--- config.mk ---
export PLATFORM = sky130hd
export DESIGN_NAME = instr_exec_unit
export DESIGN_NICKNAME = d
export VERILOG_FILES = /design/src/rtl/instr_exec_pkg.sv /design/src/rtl/instr_exec_seg7_scan.sv /design/src/rtl/instr_exec_unit.sv
export SDC_FILE = /design/constraint.sdc
export NUM_CORES = 1
export LEC_CHECK = 0
export BUFFER_PORTS_ARGS = -buffer_cell sky130_fd_sc_hd__clkbuf_2
export CAP_MARGIN = 20
export CORE_ASPECT_RATIO = 0.75
export CORE_MARGIN = 2
export CORE_UTILIZATION = 41
export DETAILED_ROUTE_END_ITERATION = 8
export GPL_TIMING_DRIVEN = 0
export HOLD_SLACK_MARGIN = 0.06
export PLACE_DENSITY = 0.61
export SLEW_MARGIN = 25
export SYNTH_ARGS = -nofsm -noshare
export SYNTH_HDL_FRONTEND = slang
export SYNTH_HIERARCHICAL = 1
export SYNTH_SLANG_ARGS = --single-unit
--- constraint.sdc ---
create_clock -name CLK_In -period 5.5 [get_ports CLK_In]
set_input_delay 0.55 -clock CLK_In [delete_from_list [all_inputs] [get_ports CLK_In]]
set_output_delay 0.55 -clock CLK_In [all_outputs]
set_load 0.02 [all_outputs]
--- src/rtl/instr_exec_pkg.sv ---
// Shared decode constants and the 7-segment helper for the instruction execution unit.
// Field positions describe the 16-bit Instruction word driven by the front-panel control FSM.
package instr_exec_pkg;

  localparam int OPC_HI = 15;
  localparam int OPC_LO = 12;
  localparam int A_HI   = 11;
  localparam int A_LO   = 8;
  localparam int RSV_HI = 7;
  localparam int RSV_LO = 5;
  localparam int D_HI   = 4;
  localparam int D_LO   = 1;
  localparam int WE_BIT = 0;

  localparam logic [3:0] OP_MOV  = 4'd0;
  localparam logic [3:0] OP_ADDI = 4'd1;
  localparam logic [3:0] OP_SUBI = 4'd2;
  localparam logic [3:0] OP_AND  = 4'd3;
  localparam logic [3:0] OP_OR   = 4'd4;
  localparam logic [3:0] OP_XOR  = 4'd5;
  localparam logic [3:0] OP_CPY  = 4'd6;

  localparam logic [6:0] SEG_BLANK = 7'h7F;
  localparam logic [3:0] AN_OFF    = 4'hF;

  // Segment order is {g,f,e,d,c,b,a}, active-low.
  function automatic logic [6:0] hex_to_seg(input logic [3:0] v);
    logic [6:0] s;
    case (v)
      4'h0: s = 7'h40;
      4'h1: s = 7'h79;
      4'h2: s = 7'h24;
      4'h3: s = 7'h30;
      4'h4: s = 7'h19;
      4'h5: s = 7'h12;
      4'h6: s = 7'h02;
      4'h7: s = 7'h78;
      4'h8: s = 7'h00;
      4'h9: s = 7'h10;
      4'hA: s = 7'h08;
      4'hB: s = 7'h03;
      4'hC: s = 7'h46;
      4'hD: s = 7'h21;
      4'hE: s = 7'h06;
      default: s = 7'h0E;
    endcase
    return s;
  endfunction

endpackage

--- src/rtl/instr_exec_seg7_scan.sv ---
// Four-digit multiplexed 7-segment scanner: dwell counter, digit mux and hex decoder.
// Only instantiated when SEVEN_SEG_EN is defined.
module seg7_scan
  import instr_exec_pkg::*;
#(
  parameter int SCAN_DIV = 50000
) (
  input  logic       clk_in,
  input  logic       rst_in,
  input  logic [3:0] digit0,
  input  logic [3:0] digit1,
  input  logic [3:0] digit2,
  output logic [6:0] seg_out,
  output logic [3:0] an_out
);

  localparam int CNT_W = (SCAN_DIV > 1) ? $clog2(SCAN_DIV) : 1;
  localparam logic [CNT_W-1:0] CNT_MAX = CNT_W'(SCAN_DIV - 1);

  logic [CNT_W-1:0] cnt_q, cnt_d;
  logic [1:0]       sel_q, sel_d;
  logic [6:0]       seg_q, seg_d;
  logic [3:0]       an_q, an_d;

  always_comb begin
    cnt_d = cnt_q + 1'b1;
    sel_d = sel_q;
    if (cnt_q == CNT_MAX) begin
      cnt_d = '0;
      sel_d = sel_q + 2'd1;
    end
    // Outputs are registered from the next digit so segments and anode switch together.
    case (sel_d)
      2'd0: begin an_d = 4'b1110; seg_d = hex_to_seg(digit0); end
      2'd1: begin an_d = 4'b1101; seg_d = hex_to_seg(digit1); end
      2'd2: begin an_d = 4'b1011; seg_d = hex_to_seg(digit2); end
      default: begin an_d = 4'b0111; seg_d = SEG_BLANK; end
    endcase
  end

  always_ff @(posedge clk_in) begin
    if (rst_in) begin
      cnt_q <= '0;
      sel_q <= 2'd0;
      seg_q <= SEG_BLANK;
      an_q  <= AN_OFF;
    end else begin
      cnt_q <= cnt_d;
      sel_q <= sel_d;
      seg_q <= seg_d;
      an_q  <= an_d;
    end
  end

  assign seg_out = seg_q;
  assign an_out  = an_q;

endmodule

--- src/rtl/instr_exec_unit.sv ---
// Executes each new 16-bit Instruction word on a 16-entry register file and reports the result.
// Optional 7-segment display output is enabled with SEVEN_SEG_EN.
module instr_exec_unit
  import instr_exec_pkg::*;
#(
  parameter int DATA_W   = 4,
  parameter int NUM_REGS = 16
`ifdef SEVEN_SEG_EN
  ,
  parameter int SCAN_DIV = 50000
`endif
) (
  input  logic              CLK_In,
  input  logic              RST_In,
  input  logic [15:0]       Instruction,
  output logic [DATA_W-1:0] Read_Data,
  output logic [3:0]        Read_Addr,
  output logic              Carry,
  output logic              Exec_Pulse,
  output logic              Err
`ifdef SEVEN_SEG_EN
  ,
  output logic [6:0]        Seg_Out,
  output logic [3:0]        An_Out
`endif
);

  logic [15:0]       instr_q, instr_d;
  logic              prime_q, prime_d;
  logic [DATA_W-1:0] regs_q [NUM_REGS];
  logic [DATA_W-1:0] regs_d [NUM_REGS];
  logic [DATA_W-1:0] read_data_q, read_data_d;
  logic [3:0]        read_addr_q, read_addr_d;
  logic              carry_q, carry_d;
  logic              pulse_q, pulse_d;
  logic              err_q, err_d;

  logic [3:0]        opc, a_addr, d_addr;
  logic [2:0]        rsv;
  logic              we;
  logic              exec_new;
  logic [DATA_W-1:0] val_a, val_d, imm_a;
  logic [DATA_W:0]   sum_w, diff_w;
  logic              wr_en;
  logic [DATA_W-1:0] wr_val;

  assign opc    = Instruction[OPC_HI:OPC_LO];
  assign a_addr = Instruction[A_HI:A_LO];
  assign rsv    = Instruction[RSV_HI:RSV_LO];
  assign d_addr = Instruction[D_HI:D_LO];
  assign we     = Instruction[WE_BIT];

  // Control holds the word as a level: only a value change (or the first cycle after reset) executes.
  assign exec_new = prime_q | (Instruction != instr_q);

  assign val_a  = regs_q[a_addr];
  assign val_d  = regs_q[d_addr];
  assign imm_a  = DATA_W'(a_addr);
  assign sum_w  = {1'b0, val_d} + {1'b0, imm_a};
  assign diff_w = {1'b0, val_d} - {1'b0, imm_a};

  always_comb begin
    instr_d     = Instruction;
    prime_d     = 1'b0;
    regs_d      = regs_q;
    read_data_d = read_data_q;
    read_addr_d = read_addr_q;
    carry_d     = carry_q;
    err_d       = err_q;
    pulse_d     = exec_new;
    wr_en       = 1'b0;
    wr_val      = '0;
    if (exec_new) begin
      if (rsv != 3'd0) begin
        err_d = 1'b1;
      end else begin
        case (opc)
          OP_MOV: begin
            if (we) begin
              wr_en  = 1'b1;
              wr_val = imm_a;
            end else begin
              read_data_d = val_a;
              read_addr_d = a_addr;
            end
          end
          OP_ADDI: begin
            wr_en   = 1'b1;
            wr_val  = sum_w[DATA_W-1:0];
            carry_d = sum_w[DATA_W];
          end
          OP_SUBI: begin
            wr_en   = 1'b1;
            wr_val  = diff_w[DATA_W-1:0];
            carry_d = diff_w[DATA_W];
          end
          OP_AND: begin wr_en = 1'b1; wr_val = val_d & val_a; end
          OP_OR:  begin wr_en = 1'b1; wr_val = val_d | val_a; end
          OP_XOR: begin wr_en = 1'b1; wr_val = val_d ^ val_a; end
          OP_CPY: begin wr_en = 1'b1; wr_val = val_a; end
          default: err_d = 1'b1;
        endcase
      end
      // Every register write is mirrored onto the read-back outputs.
      if (wr_en) begin
        regs_d[d_addr] = wr_val;
        read_data_d    = wr_val;
        read_addr_d    = d_addr;
      end
    end
  end

  always_ff @(posedge CLK_In) begin
    if (RST_In) begin
      instr_q     <= '0;
      prime_q     <= 1'b1;
      for (int i = 0; i < NUM_REGS; i++) regs_q[i] <= '0;
      read_data_q <= '0;
      read_addr_q <= '0;
      carry_q     <= 1'b0;
      pulse_q     <= 1'b0;
      err_q       <= 1'b0;
    end else begin
      instr_q     <= instr_d;
      prime_q     <= prime_d;
      regs_q      <= regs_d;
      read_data_q <= read_data_d;
      read_addr_q <= read_addr_d;
      carry_q     <= carry_d;
      pulse_q     <= pulse_d;
      err_q       <= err_d;
    end
  end

  // Exec_Pulse is a single-cycle strobe; Read_Data/Read_Addr/Carry/Err are valid in that same cycle and held afterwards.
  assign Read_Data  = read_data_q;
  assign Read_Addr  = read_addr_q;
  assign Carry      = carry_q;
  assign Exec_Pulse = pulse_q;
  assign Err        = err_q;

`ifdef SEVEN_SEG_EN
  seg7_scan #(
    .SCAN_DIV (SCAN_DIV)
  ) u_seg7_scan (
    .clk_in  (CLK_In),
    .rst_in  (RST_In),
    .digit0  (read_data_q[3:0]),
    .digit1  (read_addr_q),
    .digit2  ({3'b000, carry_q}),
    .seg_out (Seg_Out),
    .an_out  (An_Out)
  );
`endif

endmodule

==> flow_summary.json <==
{
  "grt_first_pass_wirelength_um": 25990,
  "drive_above_1_share_pct": 21.45,
  "async_flop_share_pct": 0,
  "reg2regPathDepth": 11,
  "cts_resized": 0,
  "grt_overflow": 0,
  "fp.coreArea_mm2": 0.01320,
  "leakage_nw": 2.066,
  "powerDensity_mw_per_mm2": 238.2,
  "cts-root-buf": "clkbuf_16",
  "start_kind": "input pin",
  "grt_usage_pct": 23.47,
  "ir_drop_mv": 0.1539,
  "switchingPower_w": 0.0003746,
  "cts_tree": "done",
  "ys_seq_area_share_pct": 32.81,
  "status": "complete, no violations",
  "max_stage_delay_ns": 0.66,
  "die-area_mm2": 0.01465,
  "antenna_left": 0,
  "cts_buffers": 9,
  "swShare_pct": 25.13,
  "drv_slew": 0,
  "crit_start": "Instruction[2]",
  "path_max_fanout": 10,
  "clkTransAtPathRegs_ns": 0.06,
  "fp.dieW_um": 139.1,
  "rsz0062_at_grt": "no",
  "viasPerCell": 6.107,
  "portBuffers": 27,
  "place_hpwl_um": 12580,
  "clockPowerShare_pct": 42.6,
  "fmaxAchievable_mhz": 197.9,
  "finalSetupViolations": 0,
  "finalWirelength_um": 16730,
  "numClockSinks": 92,
  "setup_tns_ns": 0,
  "crit_slowest_cell": "a31oi_1",
  "final_nets": 610,
  "num_vias": 4574,
  "synth_common_cells": "dfxtp_1 (92), nor2_1 (83), a211oi_1 (70)",
  "min_from": "RST_In",
  "crit_type": "input pin to register",
  "clock_path_buffers": 2,
  "cts_max_level": 3,
  "ys_ff_latch": 92,
  "p_total_w": 0.001491,
  "synth_nets": 572,
  "critical_path_required_ns": 5.70,
  "ys.warnings.count": 6,
  "final_cells": 749,
  "hp-class": "input pin to register",
  "post_cts_buffers": 0,
  "synth.distinct_cells": 52,
  "worstMarginPinSlew_ns": 0.8879,
  "cp_top_family": "buffers and inverters",
  "maxCapViolCount": 0,
  "finalHoldViolations": 0,
  "holdBufCountCts": 0,
  "yosysTopAreaCell": "dfxtp_1",
  "syn-mean-instance-area_um2": 10.49,
  "initial_utilization_pct": 42.53,
  "power_frac_comb_pct": 11.6,
  "cp-end-kind": "register",
  "regToRegEndpoint": "regs_q[7]",
  "finalCritPeriodShare_pct": 91.88,
  "arrival_ns": 5.25,
  "seqPwrFrac_pct": 45.8,
  "critical_path_buf_inv_count": 5,
  "whs_path_depth": 1,
  "slew_headroom_pct": 40.81,
  "dp_cells": 733,
  "finalCriticalPeriod_ns": 5.053,
  "grt_pass1_vias": 4342,
  "rows": 36,
  "synth_area_leaders": "dfxtp_1 (33%), mux4_2 (14%), a211oi_1 (9.4%), a2111oi_4 (7.8%), nor2_1 (5.6%)",
  "p_int_w": 0.001116,
  "netlist_instances": 535,
  "synth_edf_count": 0,
  "drtPass1Iterations": 4,
  "synth_top_area_share_pct": 32.81,
  "crit_chain": "clkbuf_2 -> buf_1 -> clkbuf_1 -> mux4_2 -> mux4_2 -> ha_1 -> clkbuf_1 -> nor3b_1 -> o31a_1 -> o21ai_1 -> o211ai_1 -> a31oi_1 -> buf_2 -> a211oi_1",
  "synthFlopType": "dfxtp_1",
  "wl_per_cell_um": 22.34,
  "drcViolationCount": 0,
  "hold_end": "prime_q",
  "die_y_um": 105.3,
  "rr_startpoint": "regs_q[2]",
  "place_congestion": 0.9238,
  "drtIter0Drc": 413,
  "diodes": 0,
  "io_pins": 29,
  "synth_area_mm2": 0.005613,
  "grt_max_degree": 14,
  "yosysMostFrequentCell": "dfxtp_1",
  "clock_latency_ns": 0.35,
  "fin_skew_ns": 0.005164,
  "hold_ws_ns": 0.3222,
  "ff2ff_setup_slack_ns": 1.59,
  "syn2layout_area_growth_pct": 11.52,
  "grt_antenna_before_repair": 0
}
state kept, by name, summed over array words and instances (netlist names):
name and count:
regs_q 64, instr_q 16, Read_Addr 4, Read_Data 4, Carry 1, Err 1, Exec_Pulse 1, prime_q 1
power by group through the flow:
stage	Clock [W]	Combinational (W)	Sequential (W)
2_1_floorplan	0	0.000114	0.000700
3_3_place_gp	0	0.000168	0.000698
3_5_place_dp	0	0.000170	0.000698
4_1_cts	0.000640	0.000171	0.000683
5_1_grt	0.000668	0.000187	0.000684
6_report	0.000635	0.000173	0.000683
metal layers:
metal	share of wire (%)	track usage, %
met4	1.5	6.205
met2	42	33.43
met1	47	34.88
met5	0	0
met3	9.9	6.497
final cells by class:
cell class / count / area [um^2]
fill: 1225 / 6938
multi-input combinational: 385 / 3483
sequential: 92 / 1842
clock buffer: 15 / 267.8
buffer: 41 / 224.0
tap: 171 / 214.0
timing repair buffer: 27 / 135.1
inverter: 17 / 63.81
clock inverter: 1 / 30.03
stage by stage:
step | utilization (%) | cell area [um^2] | setup slack, ns
final | 47.43 | 6260 | 0.4468
after global routing | 47.43 | 6260 | 0.3218
after CTS | 47.43 | 6260 | 0.5483
after detailed placement | 45.17 | 5962 | 0.2000
after global placement | 45.17 | 5962 | 0.3016
after floorplan | - | 5613 | 1.474
cell families after synthesis:
logic type                 count (synthesis)  synth area share [%]
buffers and inverters                     58                 5.127
DFF                                       92                 32.81
AOI/OAI and AO/OA                        127                 22.31
adders and majority gates                 19                 4.503
muxes                                     57                 18.26
xor gates and xnor gates                  18                 2.809
and+or+nand+nor                          164                 14.18
worst register-to-register path, cell delays in order (launching register included):
cell and delay, ns:
dfxtp_1 0.33, mux4_2 0.46, mux4_2 0.56, ha_1 0.30
clkbuf_1 0.27, nor3b_1 0.12, o31a_1 0.30, o21ai_1 0.15
o211ai_1 0.13, a31oi_1 0.66, buf_2 0.36, a211oi_1 0.12
cells in the final DEF (no fill, tap or decap), types with 10 or more instances in the layout:
cell type	count
nand2_1	14
a2111oi_4	16
mux2i_1	18
a21oi_1	12
buf_2	14
ha_1	17
inv_1	17
nand3_1	10
nand2b_1	10
dfxtp_1	92
clkbuf_1	20
mux4_2	36
nor2b_1	19
clkbuf_2	27
xnor2_1	17
nor2_1	83
a211oi_1	70
how the worst max path moves through the flow:
stage | to | depth (start not counted)
after floorplan | regs_q[11] | 12
after detailed placement | regs_q[7] | 14
final | regs_q[7] | 14
after CTS | regs_q[7] | 14
after global routing | regs_q[31] | 14
after global placement | regs_q[39] | 14
Power figures use the tool's default switching activity.
